**config.mk**
```make
export PLATFORM = sky130hd
export DESIGN_NAME = peripheral_dbg_soc_osd_mam_burst_split
export DESIGN_NICKNAME = d
export VERILOG_FILES = /design/src/rtl/peripheral_dbg_soc_osd_mam_burst_split.sv
export SDC_FILE = /design/constraint.sdc
export NUM_CORES = 1
export LEC_CHECK = 0
export BUFFER_PORTS_ARGS = -buffer_cell sky130_fd_sc_hd__buf_4
export CAP_MARGIN = 10
export CORE_MARGIN = 8
export CORE_UTILIZATION = 30
export DETAILED_ROUTE_END_ITERATION = 7
export PLACE_DENSITY = 0.55
export SLEW_MARGIN = 25
export SYNTH_ARGS = -nofsm -noshare
export SYNTH_HDL_FRONTEND = slang
export SYNTH_SLANG_ARGS = --single-unit
```
**constraint.sdc**
```tcl
create_clock -name clk_i -period 5.9 [get_ports clk_i]
set_clock_uncertainty 0.1 [all_clocks]
set_input_delay 1.18 -clock clk_i [delete_from_list [all_inputs] [get_ports clk_i]]
set_output_delay 1.18 -clock clk_i [all_outputs]
set_load 0.05 [all_outputs]
```
**src/rtl/peripheral_dbg_soc_osd_mam_burst_split.sv**
```systemverilog
// rtl/peripheral_dbg_soc_osd_mam_burst_split.sv - splits one long MAM access into bounded, 1 KiB-safe incrementing bursts
module peripheral_dbg_soc_osd_mam_burst_split #(
    parameter int XLEN      = 16,
    parameter int PLEN      = 32,
    parameter int MAX_BEATS = 16
) (
    input  logic              clk_i,
    input  logic              rst_ni,

    input  logic              in_req_valid,
    output logic              in_req_ready,
    input  logic              in_req_we,
    input  logic              in_req_burst,
    input  logic [PLEN-1:0]   in_req_addr,
    input  logic [12:0]       in_req_beats,

    input  logic              in_write_valid,
    output logic              in_write_ready,
    input  logic [XLEN-1:0]   in_write_data,
    input  logic [XLEN/8-1:0] in_write_strb,

    output logic              in_read_valid,
    output logic [XLEN-1:0]   in_read_data,
    input  logic              in_read_ready,

    output logic              req_valid,
    input  logic              req_ready,
    output logic              req_we,
    output logic              req_burst,
    output logic [PLEN-1:0]   req_addr,
    output logic [12:0]       req_beats,

    output logic              write_valid,
    input  logic              write_ready,
    output logic [XLEN-1:0]   write_data,
    output logic [XLEN/8-1:0] write_strb,

    input  logic              read_valid,
    output logic              read_ready,
    input  logic [XLEN-1:0]   read_data
);

    localparam int SW     = XLEN / 8;
    localparam int SW_LOG = $clog2(SW);

    typedef enum logic [1:0] {IDLE, ISSUE, DATA} state_t;

    state_t            state_q, state_d;
    logic              we_q, burst_q;
    logic [PLEN-1:0]   addr_q;
    logic [12:0]       rem_q, chunk_q, cnt_q;

    logic              active, beat, load, advance;
    logic [12:0]       in_beats, rem_next, chunk_next;
    logic [PLEN-1:0]   addr_next;

    // Beats until the next 1 KiB boundary, capped by MAX_BEATS and what is left.
    function automatic logic [12:0] chunk_of(input logic burst, input logic [12:0] rem,
                                             input logic [9:0] addr_lo);
        logic [10:0] wtb;
        logic [12:0] c;
        wtb = (11'd1024 - {1'b0, addr_lo}) >> SW_LOG;
        if (!burst) begin
            c = 13'd1;
        end else begin
            c = rem;
            if (c > 13'(MAX_BEATS)) c = 13'(MAX_BEATS);
            if (c > {2'b00, wtb})   c = {2'b00, wtb};
        end
        return c;
    endfunction

    // A zero beat count in the active states blocks further handshakes.
    assign active = (state_q != IDLE) && (cnt_q != 13'd0);

    assign write_valid    = active & we_q & in_write_valid;
    assign in_write_ready = active & we_q & write_ready;
    assign write_data     = in_write_data;
    assign write_strb     = in_write_strb;

    assign in_read_valid  = active & ~we_q & read_valid;
    assign read_ready     = active & ~we_q & in_read_ready;
    assign in_read_data   = read_data;

    assign beat = we_q ? (write_valid & write_ready) : (in_read_valid & read_ready);

    assign in_req_ready = (state_q == IDLE);
    assign req_valid    = (state_q == ISSUE);
    assign req_we       = we_q;
    assign req_burst    = burst_q;
    assign req_addr     = addr_q;
    assign req_beats    = chunk_q;

    assign in_beats  = (in_req_beats == 13'd0) ? 13'd1 : in_req_beats;
    assign rem_next  = rem_q - chunk_q;
    assign addr_next = addr_q + (PLEN'(chunk_q) << SW_LOG);

    always_comb begin
        state_d = state_q;
        load    = 1'b0;
        advance = 1'b0;
        case (state_q)
            IDLE: begin
                if (in_req_valid) begin
                    load    = 1'b1;
                    state_d = ISSUE;
                end
            end
            ISSUE: begin
                if (req_ready) state_d = DATA;
            end
            DATA: begin
                if ((cnt_q == 13'd0) || ((cnt_q == 13'd1) && beat)) begin
                    advance = 1'b1;
                    state_d = (rem_next == 13'd0) ? IDLE : ISSUE;
                end
            end
            default: state_d = IDLE;
        endcase
    end

    always_comb begin
        chunk_next = 13'd0;
        if (load) chunk_next = chunk_of(in_req_burst, in_beats, in_req_addr[9:0]);
        else      chunk_next = chunk_of(burst_q, rem_next, addr_next[9:0]);
    end

    always_ff @(posedge clk_i) begin
        if (!rst_ni) begin
            state_q <= IDLE;
            we_q    <= 1'b0;
            burst_q <= 1'b0;
            addr_q  <= '0;
            rem_q   <= '0;
            chunk_q <= '0;
            cnt_q   <= '0;
        end else begin
            state_q <= state_d;
            if (load) begin
                we_q    <= in_req_we;
                burst_q <= in_req_burst;
                addr_q  <= in_req_addr;
                rem_q   <= in_beats;
                chunk_q <= chunk_next;
                cnt_q   <= chunk_next;
            end else if (advance) begin
                addr_q  <= addr_next;
                rem_q   <= rem_next;
                chunk_q <= chunk_next;
                cnt_q   <= chunk_next;
            end else if (beat) begin
                cnt_q   <= cnt_q - 13'd1;
            end
        end
    end

endmodule

```
# After elaboration in Yosys (flattened, before gate mapping)
# Cells that the tools add are included.
# totals
out_inout_bits	87
in_bits	89
ff_bits	75
# op_classes
order_cmp	4
n_reduce_logical	12
bitwise	9
muxes	31
add_sub_neg	5
eq_ne	6
# ops
op	n
$mux 13	19
$mux 32	2
$logic_not 13->1	3
$add 32x14->32	1
$gt 13x10->1	2
$gt 13x5->1 const B	2
$sub 11x10->11 const A	2
$eq 13x1->1 const B	1
$reduce_bool 13->1	1
$sub 13x1->13 const B	1
$sub 13x13->13	1
$and 1x1->1	8
$mux 1	6
$mux 2	3
$pmux 2 s3	1
$ne 2x2->1 const B	2
$reduce_bool 2->1	2
$reduce_and 3->1	1
$reduce_bool 3->1	1
$eq 2x1->1 const B	1
$eq 2x2->1 const B	1
$logic_and 1x1->1	2
$logic_not 2->1	1
$ne 2x1->1 const B	1
2 further kinds	2

# Logic depth before layout (Yosys ltp)
# Gate-level depths: netlist of run 1.
# depth
ltp_word	12
mapped_depth	21
ltp_nobuf	20

# Worst setup path after synthesis of run 1
# No wires, ideal clock.
# synth_timing
kind	reg2reg
from	reg chunk_q[2] (netlist: req_beats[2])
to	reg chunk_q[1] (netlist: req_beats[1])
t_required_ns	5.714
setup_ns	0.086
path_buffers	0
stages_incl_launch_ff	20
setup_slack_ns	1.181
arrival_ns	4.533
synth_period_minus_slack_ns	4.719
cell_sequence	dfxtp_1 -> inv_1 -> ha_1 -> nor2b_1 -> o2111ai_1 -> nand3_1 -> a211oi_1 -> o22ai_1 -> nor4b_1 -> nand4_1 -> nor2_1 -> ha_1 -> a21o_1 -> a21o_1 -> a211oi_1 -> o31a_1 -> o21ai_0 -> nor4_1 -> a31oi_1 -> a211oi_1
# synth_via
elab_chain_len	11
elab_cells_between_ends	13
cone_classes	3 x add/sub; 2 x order compare; 8 x mux
# synth_rtl
element	line	rtl
from (decl)	51	logic [12:0] rem_q, chunk_q, cnt_q;
from (signal assigned)	144	chunk_q <= chunk_next;
from (signal assigned)	149	chunk_q <= chunk_next;
$sub 13x13->13	95	assign rem_next = rem_q - chunk_q;
$gt 13x5->1	67	if (c > 13'(MAX_BEATS)) c = 13'(MAX_BEATS);
$mux 13	67	
$mux 13	63	if (!burst) begin
$mux 13	124	if (load) chunk_next = chunk_of(in_req_burst, in_beats, in_req_addr[9:0]);
$gt 13x10->1	68	if (c > {2'b00, wtb}) c = {2'b00, wtb};
$mux 13 (*)	68	
$mux 13 (*)	63	
$mux 13 (*)	124	
$mux 13	146	end else if (advance) begin
$mux 13 (*)	139	if (load) begin
# Mark *: on every way between the ends. The rest lies on a longest branch, timed or not. The select of a mux whose other input is x is not followed.
# A chain may end at the register's enable or synchronous reset.

# Worst setup path after layout of run 1
# layout_timing
from	reg chunk_q[4] (netlist: req_beats[4])
to	reg chunk_q[1] (netlist: req_beats[1])
# Same word-level chain as after synthesis.

==> run summary, run 1 <==
Routed length on met1: 9.736 mm
Highest-delay cell along the critical path: nor4_1
Worst-Skew Late Latency: 350 ps
Worst reg-to-reg path cell count: 19
Area Overhead vs Synth: 18.45%
CTS-repair resized insts: 0
Die ar.: 26070 um^2
Peak supply drop: 0.2102 mV
Postcts setup bufs: 0
Drt drc: 0
Cts hold-fix bufs: 0
Multi-input logic area: 4333 um^2
CP Launch Type: register
Worst Tran Pin Value: 962.6 ps
CTS Buffer Depth: 2
CTS Sinks: 75
Antenna violation net count after detailed routing: 0
Leading cell type in the layout, fill and taps excluded: buf_4
Top sig layer: met4
Sequential element share of the synthesized area: 23.65%
Area post-placement: 7207 um^2
End of the critical path: req_beats[1]$_SDFFE_PN0P_
Synth Cell Area: 6349 um^2
Overflow after GRT: 0
Worst-path clk slew: 60 ps
Yosys reg bits: 75
Worst EP arrival: 5390 ps
Yosys cell types: 84
Drt wl/cell: 18.77 um
CTS tree: yes
Synth Warn #: 0
Cell Chain, Critical Path: inv_1, ha_1, a21o_1, a21oi_1, nand3_1, a211oi_1, o22ai_1, nor4b_1, nand4_1, nor2_1, ha_1, a21o_1, a21o_1, a211oi_1, o31a_1, o21ai_0, nor4_1, a31oi_1, a211oi_1
DRT Pass-1 Iters: 8
Register area: 1501 um^2
Hold slack: 386.1 ps
Mean Syn Cell Area: 7.906 um^2
R2r endpoint: req_beats[1]$_SDFFE_PN0P_
Fillers: 2207
Port Buf Inserts: 107
Die width: 161.5 um
FP Rows: 53
Starting Density: 30.39%
DR WL met3: 1.040 mm
Critical Path RT: 6060 ps
Pleak: 3.199 nW
Vias: 6248
Min Tclk post-route: 5229 ps
Initial antenna violation count: 0
Mapped Cells: 803
Total negative slack: 0 ps
CP Max Fanout: 5
Top_reg_cell synth: dfxtp_1
Die Ht: 161.5 um
Avg Vias per Cell: 5.443
Ports: 176
Worst slack at placement: 787.1 ps
DR iter-0 viols: 448
Slew Viols, Final: 0
Critical path type: register to register
Synth Area in XOR/XNOR: 6.070%
Post-Synth Simple-Gate Area: 22.09%
Pwr Density: 577.6 nW/um^2
Critical R2R Launch: req_beats[4]$_SDFFE_PN0P_
Largest net degree at the start of global routing: 34
Core Area: 20890 um^2
Final WS setup: 671.3 ps
Root buf cell: clkbuf_16
Routability cong.: 0.8841
Max incr delay on CP: 500 ps
Mux cell area share after synthesis: 1.281%
Vias in the first global route: 5919
Design area: 7520 um^2
Status: finished clean
Final period util: 88.62%
Final hold viol count: 0
Drt total wl: 21.55 mm
Post-synth EDFFs: 0
Max_cap viols: 0
Worst Setup End Kind: register
Final setup fails: 0
CTS Buf Count: 9
# H-tree levels: 3
Largest family of logic cells by synthesized area: compound AO/OA/AOI/OAI gates
N_diodes: 0
Post-Synth Adder-Cell Area: 10.48%
R2r setup slk: 670 ps
Hold WC Path Type: register to register
Compound-Gate Fraction of Synth Area: 27.67%
Async SR Flop Fraction: 0%
Final Net Count: 1010
Fraction of layout cells with a size suffix above 1: 18.44%
DPL Wire Length: 16.71 mm
Most frequent cells in the layout: buf_4, nor2_1, dfxtp_1
Slew HR: 35.83%
GR Util All Layers: 16.20%
Fmax: 0.1913 GHz
Critical path launch point: req_beats[4]$_SDFFE_PN0P_
RSZ-0062 raised after global routing: no
Metal2 WL: 10.28 mm
Total Power: 4.344 mW
First-pass GRT wire length: 33.60 mm
-- synthesized netlist by cell type (22+ instances only) --
library cell / instances / area share [%]
nor3_1: 29 / 2.3
nor2_1: 75 / 4.4
ha_1: 50 / 9.9
nand3_1: 22 / 1.7
o21ai_0: 36 / 2.8
clkbuf_1: 32 / 1.9
a21oi_1: 47 / 3.7
inv_1: 42 / 2.5
buf_4: 34 / 4.0
xnor2_1: 31 / 4.3
nand2_1: 64 / 3.8
dfxtp_1: 75 / 24
-- power breakdown --
| part | leakage [nW] | switching (mW) | total [mW] | internal [mW] |
|---|---|---|---|---|
| sequential | 0.618 | 0.176 | 0.836 | 0.660 |
| combinational | 2.43 | 1.87 | 2.91 | 1.05 |
| clock | 0.151 | 0.233 | 0.594 | 0.361 |
-- routing by layer --
layer  up-vias  track usage, %
met4         0           5.766
li1       3064               -
met2       167           26.64
met1      2986           20.86
met3        31           2.902
met5         -               0
-- logic make-up (layout without fill, tap and decap cells) --
group           count (synthesis)  in the layout
compound gates                234            234
xor+xnor                       44             44
fa+ha+maj                      52             52
buf+inv                       112            173
flops                          75             75
mux                             8              8
other cells                     1             10
simple gates                  277            277
-- worst min path at each step --
stage                                         from                       end  slack, ps  cells after the start
final                        rem_q[5]$_SDFFE_PN0P_     rem_q[5]$_SDFFE_PN0P_        390                      2
after detailed placement     rem_q[5]$_SDFFE_PN0P_     rem_q[5]$_SDFFE_PN0P_        380                      2
after global placement       rem_q[0]$_SDFFE_PN0P_     rem_q[0]$_SDFFE_PN0P_        370                      2
after CTS                    rem_q[6]$_SDFFE_PN0P_     rem_q[6]$_SDFFE_PN0P_        390                      2
after floorplan             cnt_q[12]$_SDFFE_PN0P_    cnt_q[12]$_SDFFE_PN0P_        350                      2
after global routing      req_addr[0]$_SDFFE_PN0P_  req_addr[0]$_SDFFE_PN0P_        410                      2
-- critical path: cells and delay by family, from the launching register on --
family,cells,cell delay (ps)
and+or+nand+nor,5,1490
DFF,1,400
AOI/OAI and AO/OA,11,2440
buffers and inverters,1,100
adders and majority gates,2,610
-- per-stage QoR --
step / utilization [%] / instances
floorplan: - / 812
CTS: 36.00 / 1148
finish: 36.00 / 1148
global route: 36.00 / 1148
detailed placement: 34.50 / 1133
global placement: 34.50 / 1133
-- flip-flops by register name, indices dropped and copies added (netlist names) --
| signal | flops |
|---|---|
| req_burst | 1 |
| cnt_q | 13 |
| req_we | 1 |
| req_addr | 32 |
| rem_q | 13 |
| req_beats | 13 |
| state_q | 2 |
-- area by class of cell --
| cell class | instances | share of cell area, % |
|---|---|---|
| Inverter | 42 | 2.097 |
| Multi-Input combinational cell | 625 | 57.62 |
| Timing Repair Buffer | 116 | 11.58 |
| Clock inverter | 3 | 0.6156 |
| Sequential cell | 75 | 19.97 |
| Clock buffer | 12 | 3.544 |
| Tap cell | 275 | 4.576 |
Note: power is estimated with default switching activity, not from simulation.
==> run 2, diff against run 1 <==
--- a/config.mk
+++ b/config.mk
@@ -8,9 +8,9 @@
 export BUFFER_PORTS_ARGS = -buffer_cell sky130_fd_sc_hd__buf_4
 export CAP_MARGIN = 10
 export CORE_MARGIN = 8
-export CORE_UTILIZATION = 30
+export CORE_UTILIZATION = 54
 export DETAILED_ROUTE_END_ITERATION = 7
-export PLACE_DENSITY = 0.55
+export PLACE_DENSITY = 0.86
 export SLEW_MARGIN = 25
 export SYNTH_ARGS = -nofsm -noshare
 export SYNTH_HDL_FRONTEND = slang
==> run 2 against run 1 <==
- clock-buffer cell count fell by 3
- setup slack got worse by 120 ps
- register-to-register slack got worse by 120 ps
- first-iteration DRC count rose by 38%
- final area fell by 2.8%
- worst hold slack got worse by 0.83 ps
- critical path type unchanged
- largest cell class unchanged
==> run summary, run 2 (synthesis gave the netlist of run 1 again) <==
Worst Setup End Kind: register
FP Rows: 39
DRT Pass-1 Iters: 8
Most frequent cells in the layout: buf_4, nor2_1, dfxtp_1
GR Util All Layers: 23.78%
CTS-repair resized insts: 0
Pleak: 3.164 nW
Fillers: 998
Leading cell type in the layout, fill and taps excluded: buf_4
Worst Tran Pin Value: 930.5 ps
Avg Vias per Cell: 6.287
Drt total wl: 19.20 mm
Final hold viol count: 0
Ports: 176
Critical path type: register to register
Cell Chain, Critical Path: inv_1, ha_1, a21o_1, a21oi_1, nand3_1, a211oi_1, o22ai_1, nor4b_1, nand4_1, or2_1, ha_1, inv_1, nor4_1, o21ai_0, nor4_2, nand3_1, a31oi_1
Critical R2R Launch: req_beats[4]$_SDFFE_PN0P_
Max incr delay on CP: 540 ps
Area post-placement: 7015 um^2
Routability cong.: 0.9200
Port Buf Inserts: 107
Root buf cell: clkbuf_16
GR Util met2: 38.44%
Vias: 6375
# H-tree levels: 3
Total negative slack: 0 ps
Antenna violation net count after detailed routing: 0
Area Overhead vs Synth: 15.10%
Largest net degree at the start of global routing: 35
Worst-Skew Late Latency: 350 ps
Pwr Density: 575.6 nW/um^2
Hold path startpoint: req_addr[7]$_SDFFE_PN0P_
Core Area: 11470 um^2
Slew Viols, Final: 0
End of the critical path: cnt_q[3]$_SDFFE_PN0P_
Max_cap viols: 0
Critical Path RT: 6080 ps
Final setup fails: 0
DPL Wire Length: 14.43 mm
RSZ-0062 raised after global routing: no
R2r setup slk: 550 ps
First-pass GRT wire length: 30.80 mm
Fmax: 0.1868 GHz
Worst reg-to-reg path cell count: 17
Die width: 124.4 um
Final Net Count: 1007
Starting Density: 55.36%
N_diodes: 0
Status: finished clean
Max reg flops: 32
CP Max Fanout: 5
CP Launch Type: register
DR iter-0 viols: 617
Busiest grt layer: met2
Final period util: 90.72%
Design area: 7307 um^2
Critical path launch point: req_beats[4]$_SDFFE_PN0P_
Slew HR: 37.90%
CTS Buf Count: 9
CTS tree: yes
Vias in the first global route: 6011
Die ar.: 15480 um^2
Worst-path clk slew: 70 ps
Highest-delay cell along the critical path: nor4_1
Worst EP arrival: 5530 ps
Drt drc: 0
Fraction of layout cells with a size suffix above 1: 18.14%
Overflow after GRT: 0
Min Tclk post-route: 5353 ps
CTS Buffer Depth: 2
Initial antenna violation count: 0
Drt wl/cell: 18.93 um
Die Ht: 124.4 um
Met3 GRT Util: 4.766%
Postcts setup bufs: 0
Cts hold-fix bufs: 0
GR met1 Demand/Resource: 30.07%
CTS Sinks: 75
R2r endpoint: cnt_q[3]$_SDFFE_PN0P_
Hold WC Path Type: register to register
Peak supply drop: 0.4689 mV
## run 2: area by class of cell
type,count,area (um^2),area share (%)
clock buffers,9,225.2,3.082
clock inverters,7,60.06,0.8219
inverters,42,157.7,2.158
multi-input cells,625,4335,59.33
flip-flops and latches,75,1501,20.55
well taps,143,178.9,2.449
repair buffers,113,848.3,11.61
## run 2: layer usage
layer / part of all wire, % / wire (um)
met2: 47 / 8983
met1: 42 / 8111
met3: 8.4 / 1611
met4: 2.6 / 491
met5: 0 / 0
## run 2: worst min-delay path by stage
| stage | endpoint | slack, ps | depth (start not counted) |
|---|---|---|---|
| floorplan | cnt_q[12]$_SDFFE_PN0P_ | 350 | 2 |
| global placement | req_addr[6]$_SDFFE_PN0P_ | 370 | 2 |
| detailed placement | req_addr[7]$_SDFFE_PN0P_ | 370 | 2 |
| CTS | req_addr[7]$_SDFFE_PN0P_ | 380 | 2 |
| global route | req_addr[6]$_SDFFE_PN0P_ | 390 | 2 |
| finish | req_addr[7]$_SDFFE_PN0P_ | 390 | 2 |
## run 2: report_power, final
part | switching, mW | internal (mW) | total, mW
sequential | 0.183 | 0.658 | 0.841
combinational | 1.80 | 1.02 | 2.82
clock | 0.256 | 0.293 | 0.549
total | 2.24 | 1.97 | 4.21
## run 2: critical path, delay by kind of cell (launching register included)
kind / cells / cell delay [ps]
adder cells (fa/ha/maj): 2 / 660
AND/OR/NAND/NOR: 7 / 2250
AO/OA/AOI/OAI: 6 / 1690
buffers and inverters: 2 / 150
flip-flops: 1 / 420
## run 2: per-stage QoR
stage          setup WS, ps  utilization [%]  total power [mW]  instances  hold slack, ps
3_3_place_gp          724.5            61.18             3.541        998           369.8
4_1_cts               535.5            63.67             4.136       1014           380.8
2_1_floorplan          1181                -             3.001        812           349.6
3_5_place_dp          641.4            61.18             3.575        998           371.5
5_1_grt               140.4            63.72             4.493       1014           391.7
6_report              547.5            63.72             4.206       1014           385.3
==> run 3, diff against run 2 <==
==> constraint.sdc (replaced) <==
create_clock -name clk_i -period 5.9 [get_ports clk_i]
set_clock_uncertainty 0.1 [all_clocks]
set_input_delay 0.59 -clock clk_i [delete_from_list [all_inputs] [get_ports clk_i]]
set_output_delay 0.59 -clock clk_i [all_outputs]
set_load 0.05 [all_outputs]
==> run 3 against run 2 <==
- register-to-register slack gained 240 ps
- final area decreased by 0.14%
- fmax is 4.7% higher
- largest cell class unchanged
- global-route usage is essentially flat
- critical endpoint is now req_beats[1]$_SDFFE_PN0P_
- largest power group unchanged
- setup slack better by 240 ps
==> run summary, run 3 (synthesis gave the netlist of run 1 again) <==
Cts hold-fix bufs: 0
Largest net degree at the start of global routing: 42
CTS Sinks: 75
Initial antenna violation count: 0
GR met1 Demand/Resource: 29.70%
Core Area: 11470 um^2
Worst EP arrival: 5270 ps
Final Net Count: 1007
CP Max Fanout: 5
Routability cong.: 0.9731
Placed cell count: 998
Die ar.: 15480 um^2
Max reg flops: 32
Busiest grt layer: met2
Min Tclk post-route: 5114 ps
Critical Path RT: 6060 ps
CP Depth: 19
Hold WC Path Type: primary input to register
CTS tree: yes
Max incr delay on CP: 440 ps
Total negative slack: 0 ps
CTS Buf Count: 9
Critical R2R Launch: req_beats[0]$_SDFFE_PN0P_
Critical path type: register to register
Final period util: 86.67%
Fillers: 975
Die Ht: 124.4 um
Peak supply drop: 0.4239 mV
Hold depth: 2
Fmax: 0.1956 GHz
Register area: 1501 um^2
Worst reg-to-reg path cell count: 19
Hold slack: 333.2 ps
Worst slack at placement: 957.4 ps
Overflow after GRT: 0
Endpoint, Worst Hold: state_q[0]$_SDFFE_PN0P_
Postcts setup bufs: 0
Crit path max-delay family: compound AO/OA/AOI/OAI gates
Final hold viol count: 0
GR Util met2: 38.85%
Met3 GRT Util: 4.851%
Multi-input logic area: 4329 um^2
DPL Wire Length: 14.62 mm
Drt wl/cell: 19.18 um
Vias: 6388
R2r endpoint: req_beats[1]$_SDFFE_PN0P_
N_diodes: 0
Port Buf Inserts: 107
Vias in the first global route: 6046
Worst-path clk slew: 60 ps
Status: finished clean
Pleak: 3.169 nW
Highest-delay cell along the critical path: nor4_1
CTS-repair resized insts: 0
Worst Setup End Kind: register
Hold path startpoint: req_ready
Slew HR: 36.03%
Slew Viols, Final: 0
Final WS setup: 786.5 ps
# H-tree levels: 3
Worst Path Buf+Inv: 0
Pwr Density: 579.0 nW/um^2
Ports: 176
Cell Chain, Critical Path: ha_1, fa_1, nor2b_1, o2111ai_1, and2_1, o211ai_1, a31oi_1, nor4b_1, nand4_1, nor2_1, ha_1, a21o_1, a21o_1, a211oi_1, o31a_1, o21ai_0, nor4_1, a31oi_1, a211oi_1
Worst Tran Pin Value: 959.5 ps
CP Launch Type: register
CTS Buffer Depth: 2
Starting Density: 55.36%
DR iter-0 viols: 577
Max_cap viols: 0
Fraction of layout cells with a size suffix above 1: 17.80%
Most frequent cells in the layout: buf_4, nor2_1, dfxtp_1
Leading cell type in the layout, fill and taps excluded: buf_4
GR Util All Layers: 23.81%
Worst-Skew Late Latency: 350 ps
DRT Pass-1 Iters: 8
First-pass GRT wire length: 30.97 mm
Root buf cell: clkbuf_16
FP Rows: 39
Antenna violation net count after detailed routing: 0
Drt total wl: 19.44 mm
Area Overhead vs Synth: 14.94%
Layout Cells excl Fill: 1014
Final setup fails: 0
Die width: 124.4 um
R2r setup slk: 790 ps
RSZ-0062 raised after global routing: no
Avg Vias per Cell: 6.300
Drt drc: 0
==> run 3: stage by stage <==
step | power [mW] | instance area, um^2 | utilization, %
2_1_floorplan | 3.001 | 6382 | -
3_3_place_gp | 3.575 | 7015 | 61.18
3_5_place_dp | 3.619 | 7015 | 61.18
4_1_cts | 4.166 | 7297 | 63.63
5_1_grt | 4.519 | 7297 | 63.63
6_report | 4.225 | 7297 | 63.63
==> run 3: area by class of cell <==
| cell class | instances | area share, % |
|---|---|---|
| repair buffers | 113 | 11.63 |
| flip-flops and latches | 75 | 20.58 |
| multi-input cells | 625 | 59.33 |
| clock inverters | 3 | 0.2915 |
| inverters | 42 | 2.160 |
| clock buffers | 13 | 3.567 |
| well taps | 143 | 2.452 |
==> run 3: metal layers <==
metal / routed length (um) / vias up
met3: 1584 / 51
met2: 9040 / 302
met1: 8181 / 2976
met5: 0 / -
li1: - / 3059
met4: 639 / 0
==> run 3: worst max-delay path by stage <==
stage / slack, ps / to / startpoint
global route: 260 / req_beats[1]$_SDFFE_PN0P_ / req_beats[2]$_SDFFE_PN0P_
floorplan: 1180 / req_beats[1]$_SDFFE_PN0P_ / req_beats[2]$_SDFFE_PN0P_
detailed placement: 960 / req_beats[1]$_SDFFE_PN0P_ / req_beats[2]$_SDFFE_PN0P_
finish: 790 / req_beats[1]$_SDFFE_PN0P_ / req_beats[0]$_SDFFE_PN0P_
global placement: 1150 / req_beats[1]$_SDFFE_PN0P_ / req_beats[2]$_SDFFE_PN0P_
CTS: 900 / req_beats[1]$_SDFFE_PN0P_ / req_beats[2]$_SDFFE_PN0P_
==> run 3: where the power goes <==
group	switching (mW)	internal, mW
Sequential	0.177	0.661
Combinational	1.82	1.03
Clock	0.224	0.309
Total	2.23	2.00
